--- src/rtl/rf_write_arbiter_if.sv ---
// Register-file write-port bundle: writeback handshake, load issue/return and RF write/busy outputs.
interface rf_write_arbiter_if;
  logic        wb_valid;
  logic        wb_ready;
  logic [2:0]  wb_reg;
  logic [15:0] wb_data;
  logic        ld_issue;
  logic [2:0]  ld_reg;
  logic [15:0] i_ldst_rddata;
  logic        RFWrite;
  logic [2:0]  regw;
  logic [15:0] dataw;
  logic [7:0]  busy;

  modport slave (
    input  wb_valid, wb_reg, wb_data, ld_issue, ld_reg, i_ldst_rddata,
    output wb_ready, RFWrite, regw, dataw, busy
  );

  modport master (
    output wb_valid, wb_reg, wb_data, ld_issue, ld_reg, i_ldst_rddata,
    input  wb_ready, RFWrite, regw, dataw, busy
  );
endinterface

--- src/rtl/rf_write_arbiter.sv ---
// Arbitrates the single RF write port between a buffered writeback stream and
// unstallable load returns; exports a per-register pending-write scoreboard.
module rf_write_arbiter #(
  parameter int unsigned DEPTH      = 2,
  parameter int unsigned LD_LATENCY = 1
) (
  input  logic                clk,
  input  logic                reset,
  rf_write_arbiter_if.slave   bus
);

  localparam int unsigned PW = (DEPTH > 1) ? $clog2(DEPTH) : 1;
  localparam int unsigned CW = $clog2(DEPTH) + 1;

  typedef struct packed {
    logic [2:0]  rg;
    logic [15:0] data;
  } wb_entry_t;

  wb_entry_t             mem [DEPTH];
  logic [PW-1:0]         rd_ptr;
  logic [PW-1:0]         wr_ptr;
  logic [CW-1:0]         count;
  logic [LD_LATENCY-1:0] ld_v;
  logic [2:0]            ld_r [LD_LATENCY];
  logic                  ld_due_c;
  logic                  push_c;
  logic                  pop_c;
  logic [7:0]            busy_c;

  assign bus.wb_ready = (count < CW'(DEPTH));
  assign ld_due_c     = ld_v[LD_LATENCY-1];
  assign push_c       = bus.wb_valid && bus.wb_ready;
  assign pop_c        = !ld_due_c && (count != '0);

  // Load tracker: one stage per cycle of memory latency.
  always_ff @(posedge clk or negedge reset) begin
    if (!reset) begin
      ld_v <= '0;
      for (int unsigned i = 0; i < LD_LATENCY; i++) ld_r[i] <= 3'd0;
    end else begin
      ld_v[0] <= bus.ld_issue;
      ld_r[0] <= bus.ld_reg;
      for (int unsigned i = 1; i < LD_LATENCY; i++) begin
        ld_v[i] <= ld_v[i-1];
        ld_r[i] <= ld_r[i-1];
      end
    end
  end

  always_ff @(posedge clk) begin
    if (push_c) mem[wr_ptr] <= '{rg: bus.wb_reg, data: bus.wb_data};
  end

  // Pointers and occupancy; a push and a pop in one cycle leave count unchanged.
  always_ff @(posedge clk or negedge reset) begin
    if (!reset) begin
      rd_ptr <= '0;
      wr_ptr <= '0;
      count  <= '0;
    end else begin
      if (push_c) wr_ptr <= wr_ptr + PW'(1);
      if (pop_c)  rd_ptr <= rd_ptr + PW'(1);
      count <= count + CW'(push_c) - CW'(pop_c);
    end
  end

  // Granted write is registered; address and data hold when idle.
  always_ff @(posedge clk or negedge reset) begin
    if (!reset) begin
      bus.RFWrite <= 1'b0;
      bus.regw    <= 3'd0;
      bus.dataw   <= 16'd0;
    end else begin
      bus.RFWrite <= ld_due_c || pop_c;
      if (ld_due_c) begin
        bus.regw  <= ld_r[LD_LATENCY-1];
        bus.dataw <= bus.i_ldst_rddata;
      end else if (pop_c) begin
        bus.regw  <= mem[rd_ptr].rg;
        bus.dataw <= mem[rd_ptr].data;
      end
    end
  end

  // Scoreboard is derived from state only, so it follows the edge after issue/enqueue.
  always_comb begin
    busy_c = '0;
    for (int unsigned i = 0; i < LD_LATENCY; i++) begin
      if (ld_v[i]) busy_c[ld_r[i]] = 1'b1;
    end
    for (int unsigned i = 0; i < DEPTH; i++) begin
      if (CW'(i) < count) busy_c[mem[rd_ptr + PW'(i)].rg] = 1'b1;
    end
  end

  assign bus.busy = busy_c;

endmodule

--- src/flat_wrapper.sv ---
// flat-port wrapper written by rule: the top's interface ports become plain ports
module rf_write_arbiter_flat 
#(
  parameter int unsigned DEPTH      = 2,
  parameter int unsigned LD_LATENCY = 1
)
  (clk, reset, bus_wb_valid, bus_wb_reg, bus_wb_data, bus_ld_issue, bus_ld_reg, bus_i_ldst_rddata, bus_wb_ready, bus_RFWrite, bus_regw, bus_dataw, bus_busy);
  rf_write_arbiter_if bus_i ();
  input  logic clk;
  input  logic reset;
  input wire logic [$bits(bus_i.wb_valid)-1:0] bus_wb_valid;
  input wire logic [$bits(bus_i.wb_reg)-1:0] bus_wb_reg;
  input wire logic [$bits(bus_i.wb_data)-1:0] bus_wb_data;
  input wire logic [$bits(bus_i.ld_issue)-1:0] bus_ld_issue;
  input wire logic [$bits(bus_i.ld_reg)-1:0] bus_ld_reg;
  input wire logic [$bits(bus_i.i_ldst_rddata)-1:0] bus_i_ldst_rddata;
  output wire logic [$bits(bus_i.wb_ready)-1:0] bus_wb_ready;
  output wire logic [$bits(bus_i.RFWrite)-1:0] bus_RFWrite;
  output wire logic [$bits(bus_i.regw)-1:0] bus_regw;
  output wire logic [$bits(bus_i.dataw)-1:0] bus_dataw;
  output wire logic [$bits(bus_i.busy)-1:0] bus_busy;
  assign bus_i.wb_valid = bus_wb_valid;
  assign bus_i.wb_reg = bus_wb_reg;
  assign bus_i.wb_data = bus_wb_data;
  assign bus_i.ld_issue = bus_ld_issue;
  assign bus_i.ld_reg = bus_ld_reg;
  assign bus_i.i_ldst_rddata = bus_i_ldst_rddata;
  assign bus_wb_ready = bus_i.wb_ready;
  assign bus_RFWrite = bus_i.RFWrite;
  assign bus_regw = bus_i.regw;
  assign bus_dataw = bus_i.dataw;
  assign bus_busy = bus_i.busy;
  rf_write_arbiter #(.DEPTH(DEPTH), .LD_LATENCY(LD_LATENCY)) u_core (.clk(clk), .reset(reset), .bus(bus_i));
endmodule
--- config.mk ---
export PLATFORM = sky130hd
export DESIGN_NAME = rf_write_arbiter_flat
export DESIGN_NICKNAME = d
export VERILOG_FILES = /design/src/rtl/rf_write_arbiter_if.sv /design/src/rtl/rf_write_arbiter.sv /design/src/flat_wrapper.sv
export SDC_FILE = /design/constraint.sdc
export NUM_CORES = 1
export LEC_CHECK = 0
export BUFFER_PORTS_ARGS = -buffer_cell sky130_fd_sc_hd__clkbuf_2
export CAP_MARGIN = 30
export CORE_MARGIN = 3
export CORE_UTILIZATION = 50
export CTS_BUF_LIST = sky130_fd_sc_hd__clkbuf_8
export DETAILED_ROUTE_END_ITERATION = 7
export GPL_ROUTABILITY_DRIVEN = 0
export GPL_TIMING_DRIVEN = 0
export PLACE_DENSITY_LB_ADDON = 0.08
export SLEW_MARGIN = 20
export SYNTH_ARGS = -nofsm -noshare
export SYNTH_HDL_FRONTEND = slang
export SYNTH_SLANG_ARGS = --single-unit
--- constraint.sdc ---
create_clock -name clk -period 2.05 [get_ports clk]
set_input_delay 0.3075 -clock clk [delete_from_list [all_inputs] [get_ports clk]]
set_output_delay 0.3075 -clock clk [all_outputs]
set_load 0.005 [all_outputs]
# Word-level counts from Yosys, hierarchy flattened
# Memory sizes are Yosys's and may differ from the RTL's.
# Cells that the tools add are included.
[word_totals] word_cells=48 mem_count=1 ramBits=38 reg_bits=28
[mem_list] name="u_core.mem" depth=2 width=19 rd=2 rd_clocked_by_memory_dff=0 wr=1 line_no="rf_write_arbiter.sv:20" rtl="wb_entry_t mem [DEPTH];"
[op_classes] addsub=4 bitwise=2 reduce_logical=9 mux=15 order_cmp=9
[op_table] cell="$mux 16" count=2
[op_table] cell="$mux 8" count=3
[op_table] cell="$or 8x8->8" count=2
[op_table] cell="$lt 3x4->1 const B" count=3
[op_table] cell="$demux 1 s3" count=3
[op_table] cell="$ge 3x1->1 const B" count=3
[op_table] cell="$mux 3" count=2
[op_table] cell="$logic_and 1x1->1" count=5
[op_table] cell="$mux 1" count=5
[op_table] cell="$lt 1x2->1 const A" count=2
[op_table] cell="$reduce_bool 2->1" count=2
[op_table] cell="$add 1x1->1 const B" count=2
[op_table] cell="$add 2x1->2" count=1
[op_table] cell="$lt 2x2->1 const B" count=1
[op_table] cell="$sub 2x1->2" count=1
[op_table] cell="$logic_not 1->1" count=1
[op_table] cell="$logic_or 1x1->1" count=1

# Depth between registers and ports, before layout
# Gate-level depths: netlist of run 1.
[logic_depth] ltp_word=9 mapped_depth=8 depth_no_buf=7

# Worst setup path before layout of run 1
# No wires, ideal clock.
[synth_timing] kind="register -> register" from="reg u_core.count[1]" to="mem u_core.mem[0][0] in the netlist's numbering, enable pin" setup_time_ns=0.397 synth_period_minus_slack_ns=2.095 slack_ns=-0.045 path_buffers=1 arrival_time_ns=1.699 path_stages_with_launch=4 cell_sequence="dfrtp_1 buf_2 nor2b_1 nor2b_1"
[synth_via] elab_chain_len=4
[synth_lines] item="start, declared" line_no="rf_write_arbiter.sv:23" rtl="logic [CW-1:0] count;"
[synth_lines] item="start signal, assigned" line_no="rf_write_arbiter.sv:64" rtl="count <= count + CW'(push_c) - CW'(pop_c);"
[synth_lines] item="$lt 2x2->1" line_no="rf_write_arbiter.sv:31" rtl="assign bus.wb_ready = (count < CW'(DEPTH));"
[synth_lines] item="$logic_and 1x1->1" line_no="rf_write_arbiter.sv:33" rtl="assign push_c = bus.wb_valid && bus.wb_ready;"
[synth_lines] item="named net u_core.push_c" line_no="rf_write_arbiter.sv:27" rtl="logic push_c;"
[synth_lines] item="$mux 1" line_no="rf_write_arbiter.sv:52" rtl="if (push_c) mem[wr_ptr] <= '{rg: bus.wb_reg, data: bus.wb_data};"
[synth_lines] item="$mux 1 (implied by the code)" line_no="rf_write_arbiter.sv:52"
[synth_lines] item="end, declared" line_no="rf_write_arbiter.sv:20"
# The timed path passes the listed nets, and every way through them passes these cells.

==> results.yml, run 1 <==
final_layout:
  antenna_cells: 0
  nNetsFinal: 375
  nFillCells: 447
  area_growth_pct: 24.5
  instances_no_fill: 407
  final_area_um2: 3700
  drive_above_1_share: 0.334
clock_tree:
  cts_made_buffers: 9
  clkSinkCount: 66
  clk_path_buf_depth: 2
  cts.hold.buffers_added: 0
  cts.htree.levels: 3
  cts_root_buf: "clkbuf_8"
  insertion_delay_ns: 0.34
  cts_tree: "yes"
  cts.clk_slew.worst_paths_ns: 0.07
global_routing:
  use_met2: 0.330
  grt_usage: 0.200
  met1_usage: 0.257
  busiest_layer: "met2"
  grt_overflow_total: 0
  grt_max_degree: 29
  grt_pass1_vias: 2108
  grtUsageMet3: 0.0655
  grt_pass1_wl_um: 10600
  antenna_found_initial: 0
timing:
  max-slew-margin-rel: 0.497
  fin_crit_sh: 0.954
  hold_viol_final: 0
  setup_violations: 0
  hold_ws_ns: 0.0211
  finalCriticalPeriod_ns: 1.96
  clock.fmax_mhz: 511
  slew_violations: 0
  tightest_slew_ns: 0.755
  fin_skew_ns: 0.00746
  rsz0062_at_grt: "yes"
  fin_ws_ns: 0.0947
logic_synthesis:
  ys_types: 33
  synthCells: 248
  synth.net_count: 292
  synth-seq-cells: 66
  async_flop_share: 0.424
  synth-seq-area-share: 0.620
  synth-main-ff-cell: "edfxtp_1"
  syn_area_um2: 2970
  yosysWarnings: 0
  avgSynthCellArea_um2: 12.0
  synth_edf_count: 38
critical_path:
  required_ns: 1.74
  startpoint_type: "register"
  end_kind: "primary output"
  cp.arrival_ns: 1.65
  criticalPathCategory: "reg -> out"
  worst-path-max-fanout: 9
die:
  die_width_um: 83.1
  io_pins: 71
  die_area_um2: 6900
  rows: 27
  initial_core_util: 0.526
  fp.dieH_um: 83.1
  coreArea_um2: 5640
routing:
  ant_nets: 0
  vias: 2204
  drtIter0Drc: 105
  first_pass_iters: 4
  vias_per_cell: 5.42
  drc: 0
  wl_per_cell_um: 16.2
  drt_wl_total_um: 6610
placed_design:
  placed_cells: 391
  dp_hpwl_um: 4620
  placed_area_um2: 3420
  pre_cts_ws_ns: -0.0830
  port_buffers: 70
outcome:
  status: "finished, final reports clean"
power_and_ir_drop:
  power.density_nw_per_um2: 1330
  power_leakage_nw: 1.55
  ir_drop_uv: 618
flow_run:
  maxCapViolCount: 0
hold_path:
  hp-class: "in -> async"
==> repair_timing <==
item,4_1_cts,5_1_grt
setup buffers,0,1
gates resized for setup,2,12
endpoints found under the hold margin,0,0
setup endpoints to repair,20,10
pin swaps,0,0
==> power by group <==
group          internal (W)  leakage, nW  switching, W
Clock              0.000684        0.106      0.000505
Sequential          0.00175        0.680      0.000165
Combinational      0.000800        0.766       0.00102
Total               0.00324         1.55       0.00169
==> cells by family (layout without fill, tap and decap cells) <==
| family | count (synthesis) | count (layout) | synth area share |
|---|---|---|---|
| XOR/XNOR | 4 | 4 | 0.0118 |
| AO/OA/AOI/OAI | 57 | 57 | 0.144 |
| adder cells (fa/ha/maj) | 2 | 2 | 0.00843 |
| AND/OR/NAND/NOR | 91 | 91 | 0.152 |
| buffers and inverters | 23 | 110 | 0.0459 |
| multiplexers | 5 | 5 | 0.0177 |
| flip-flops | 66 | 66 | 0.620 |
==> layout by cell type (no fill, tap or decap), drive strengths merged, types with 7 or more instances in the layout <==
master	count
clkbuf	85
edfxtp	38
nand2	28
dfrtp	28
nor2	22
nor2b	21
o31ai	18
o211ai	16
a211oi	16
buf	14
inv	7
==> final cells by class <==
type,count,area [um2],area share
timing repair buffer,72,369,0.0999
sequential,66,1840,0.498
buffer,18,125,0.0339
clock inverter,6,90.1,0.0244
multi-input combinational,159,1040,0.281
tap,72,90.1,0.0244
inverter,5,18.8,0.00508
clock buffer,9,124,0.0335
==> synthesized netlist by cell type, drive strengths merged (3+ instances only) <==
cell | number | share of area
a211oi | 16 | 0.040
and3b | 3 | 0.0089
buf | 12 | 0.032
clkbuf | 6 | 0.0076
dfrtp | 28 | 0.24
edfxtp | 38 | 0.38
inv | 5 | 0.0063
mux2i | 3 | 0.010
nand2 | 28 | 0.035
nand3 | 5 | 0.0084
nor2 | 22 | 0.029
nor2b | 21 | 0.044
nor3b | 5 | 0.013
o211ai | 16 | 0.040
o31ai | 18 | 0.046
==> final timing paths <==
check                                       start                   end  slack, ns  cells after the start
worst max-delay path            u_core.mem[1][18]           bus_busy[4]       0.09                      5
worst min register to register      u_core.wr_ptr         u_core.wr_ptr       0.54                      1
worst max register to register    u_core.count[0]       u_core.count[1]       0.14                      9
min in group clk                    bus_ld_reg[0]        u_core.ld_r[0]       0.07                      1
worst min-delay path                        reset   u_core.bus.dataw[0]       0.02                      1
max in group asynchronous                   reset  u_core.bus.dataw[12]       1.55                      1
==> stage by stage <==
stage	total power (W)	TNS [ns]	utilization
2_1_floorplan	0.00308	0	-
3_3_place_gp	0.00365	-2.26	0.605
3_5_place_dp	0.00370	-1.55	0.607
4_1_cts	0.00490	0	0.645
5_1_grt	0.00525	-0.159	0.655
6_report	0.00493	0	0.655
==> critical path, stage by stage (launching register included) <==
cell	delay, ns
edfxtp_1	0.33
clkbuf_1	0.31
nor3b_1	0.25
a31oi_1	0.09
o211ai_1	0.19
clkbuf_2	0.14
==> registers in the layout, indices dropped and copies added (netlist names) <==
name,flops
u_core.mem,38
u_core.bus.dataw,16
u_core.bus.regw,3
u_core.ld_r,3
u_core.count,2
u_core.bus.RFWrite,1
u_core.ld_due_c,1
u_core.rd_ptr,1
u_core.wr_ptr,1
==> routing by layer <==
layer	up-vias	routed length, um
met5	-	0
met4	0	71
met3	8	361
met2	63	3250
met1	1050	2930
li1	1083	-
Power figures use the tool's default switching activity.
==> run 2: changes to the inputs <==
Settings changed: RECOVER_POWER set to 100.
==> results.yml, run 2 (same netlist as run 1, synthesis figures left out) <==
timing:
  finalCriticalPeriod_ns: 1.97
  max-slew-margin-rel: -0.0538
  setup_violations: 0
  slew_violations: 29
  fin_ws_ns: 0.0789
  hold_viol_final: 0
  rsz0062_at_grt: "yes"
  clock.fmax_mhz: 507
  fin_skew_ns: 0.00721
  tightest_slew_ns: 1.58
  fin_crit_sh: 0.961
critical_path:
  end_kind: "primary output"
  r2r_end: "u_core.count[1]"
  startpoint_type: "register"
  slowest_delay_ns: 0.33
  criticalPathCategory: "reg -> out"
  r2r_slack_ns: 0.11
  slowest_stage: "edfxtp_1"
  cp.arrival_ns: 1.66
  worstPathCellList: "clkbuf_1 > nor3b_1 > a31oi_1 > o211ai_1 > clkbuf_2"
  reg2reg_from: "u_core.count[0]"
  ff2ff_path_depth: 9
  required_ns: 1.74
  worst-path-max-fanout: 9
final_layout:
  layout_commonest_cell: "clkbuf_2"
  nNetsFinal: 375
  reg.largest.list: "u_core.mem: 38 flops, u_core.bus.dataw: 16 flops"
  area_growth_pct: 23.3
  final_cell_mix: "50 x clkbuf_2, 38 x edfxtp_1, 28 x nand2_1, 28 x dfrtp_1, 27 x clkbuf_1"
  drive_above_1_share: 0.269
  top_register: "u_core.mem"
  largest_reg_flops: 38
  final_core_util: 0.649
  antenna_cells: 0
flow_run:
  maxCapViolCount: 1
clock_tree:
  cts_root_buf: "clkbuf_8"
  clkSinkCount: 66
  cts.clk_slew.worst_paths_ns: 0.07
  cts.htree.levels: 3
  cts.hold.buffers_added: 0
  cts_made_buffers: 9
  clk_path_buf_depth: 2
  cts_tree: "yes"
  insertion_delay_ns: 0.34
die:
  io_pins: 71
  fp.dieH_um: 83.1
  initial_core_util: 0.526
  die_width_um: 83.1
  rows: 27
  coreArea_um2: 5640
  die_area_um2: 6900
hold_path:
  hp-start: "bus_ld_reg[0]"
  hold-path-endpoint: "u_core.ld_r[0]"
  hp-class: "in -> reg"
  holdPathStages: 1
global_routing:
  grt_pass1_wl_um: 10600
  grt_overflow_total: 0
  grt_max_degree: 29
  antenna_found_initial: 0
  grt_pass1_vias: 2108
  grt_usage: 0.200
routing:
  ant_nets: 0
  drt_wl_total_um: 6680
  vias_per_cell: 5.39
  vias: 2195
  wl_per_cell_um: 16.4
  drc: 0
  drtIter0Drc: 109
  first_pass_iters: 4
outcome:
  status: "finished with violations"
  violations: "max-capacitance violations, max-slew violations"
placed_design:
  dp_hpwl_um: 4620
  pre_cts_ws_ns: -0.0830
  port_buffers: 70
power_and_ir_drop:
  power_leakage_nw: 1.48
  power.density_nw_per_um2: 1340
  ir_drop_uv: 618
==> run 2: cell types whose count changed in the layout (fill, tap and decap cells not counted) <==
cell,change
buf_4,-1
buf_6,-1
clkbuf_2,-20
buf_2,-1
clkbuf_1,+22
clkbuf_4,+1
==> run 2: worst max-delay path, delay by kind of cell (launching register included) <==
family / cells / cell delay (ns)
AND/OR/NAND/NOR: 1 / 0.25
AO/OA/AOI/OAI: 2 / 0.28
flip-flops: 1 / 0.33
buffers and inverters: 2 / 0.46
==> run 2: layer usage <==
layer	vias to the layer above	global-route usage	part of all wire
li1	1079	-	-
met5	-	0	0
met3	5	0.0655	0.060
met4	0	0.0490	0.0072
met1	1040	0.257	0.44
met2	71	0.330	0.50
==> run 2: how the worst max path moves through the flow <==
stage                         to               from
2_1_floorplan   u_core.mem[0][0]    u_core.count[1]
3_3_place_gp   u_core.mem[0][11]    u_core.count[1]
3_5_place_dp   u_core.mem[1][13]    u_core.count[1]
4_1_cts              bus_busy[4]      u_core.rd_ptr
5_1_grt              bus_busy[3]  u_core.mem[1][17]
6_report             bus_busy[4]  u_core.mem[1][18]
==> run 2: report_power, final <==
| part | total [W] | internal, W | switching (W) |
|---|---|---|---|
| sequential | 0.00192 | 0.00175 | 0.000166 |
| combinational | 0.00180 | 0.000771 | 0.00103 |
| clock | 0.00118 | 0.000684 | 0.000501 |
| total | 0.00490 | 0.00321 | 0.00169 |
==> run 2: metrics by stage <==
step | total power, W | area, um2 | hold WS (ns) | std cells | setup TNS, ns
6_report | 0.00490 | 3660 | 0.0717 | 407 | 0
5_1_grt | 0.00523 | 3660 | 0.0566 | 407 | -0.188
4_1_cts | 0.00490 | 3640 | 0.0256 | 406 | 0
3_5_place_dp | 0.00370 | 3420 | 0.395 | 391 | -1.55
3_3_place_gp | 0.00365 | 3410 | 0.390 | 390 | -2.26
2_1_floorplan | 0.00308 | 2970 | 0.0119 | 248 | 0
==> run 2: final cells by class <==
class | count | area, um2
Fill cell | 463 | 1980
Sequential cell | 66 | 1840
Multi-Input combinational cell | 159 | 1040
Timing Repair Buffer | 72 | 335
Buffer | 18 | 125
Clock buffer | 9 | 124
Clock inverter | 6 | 90.1
Tap cell | 72 | 90.1
Inverter | 5 | 18.8
==> run 2: timing repair <==
action                     in CTS  in global routing
gates resized for setup         2                 12
setup buffers                   0                  1
pin swaps                       0                  0
cloned                          0                  0
setup endpoints to repair      20                 10
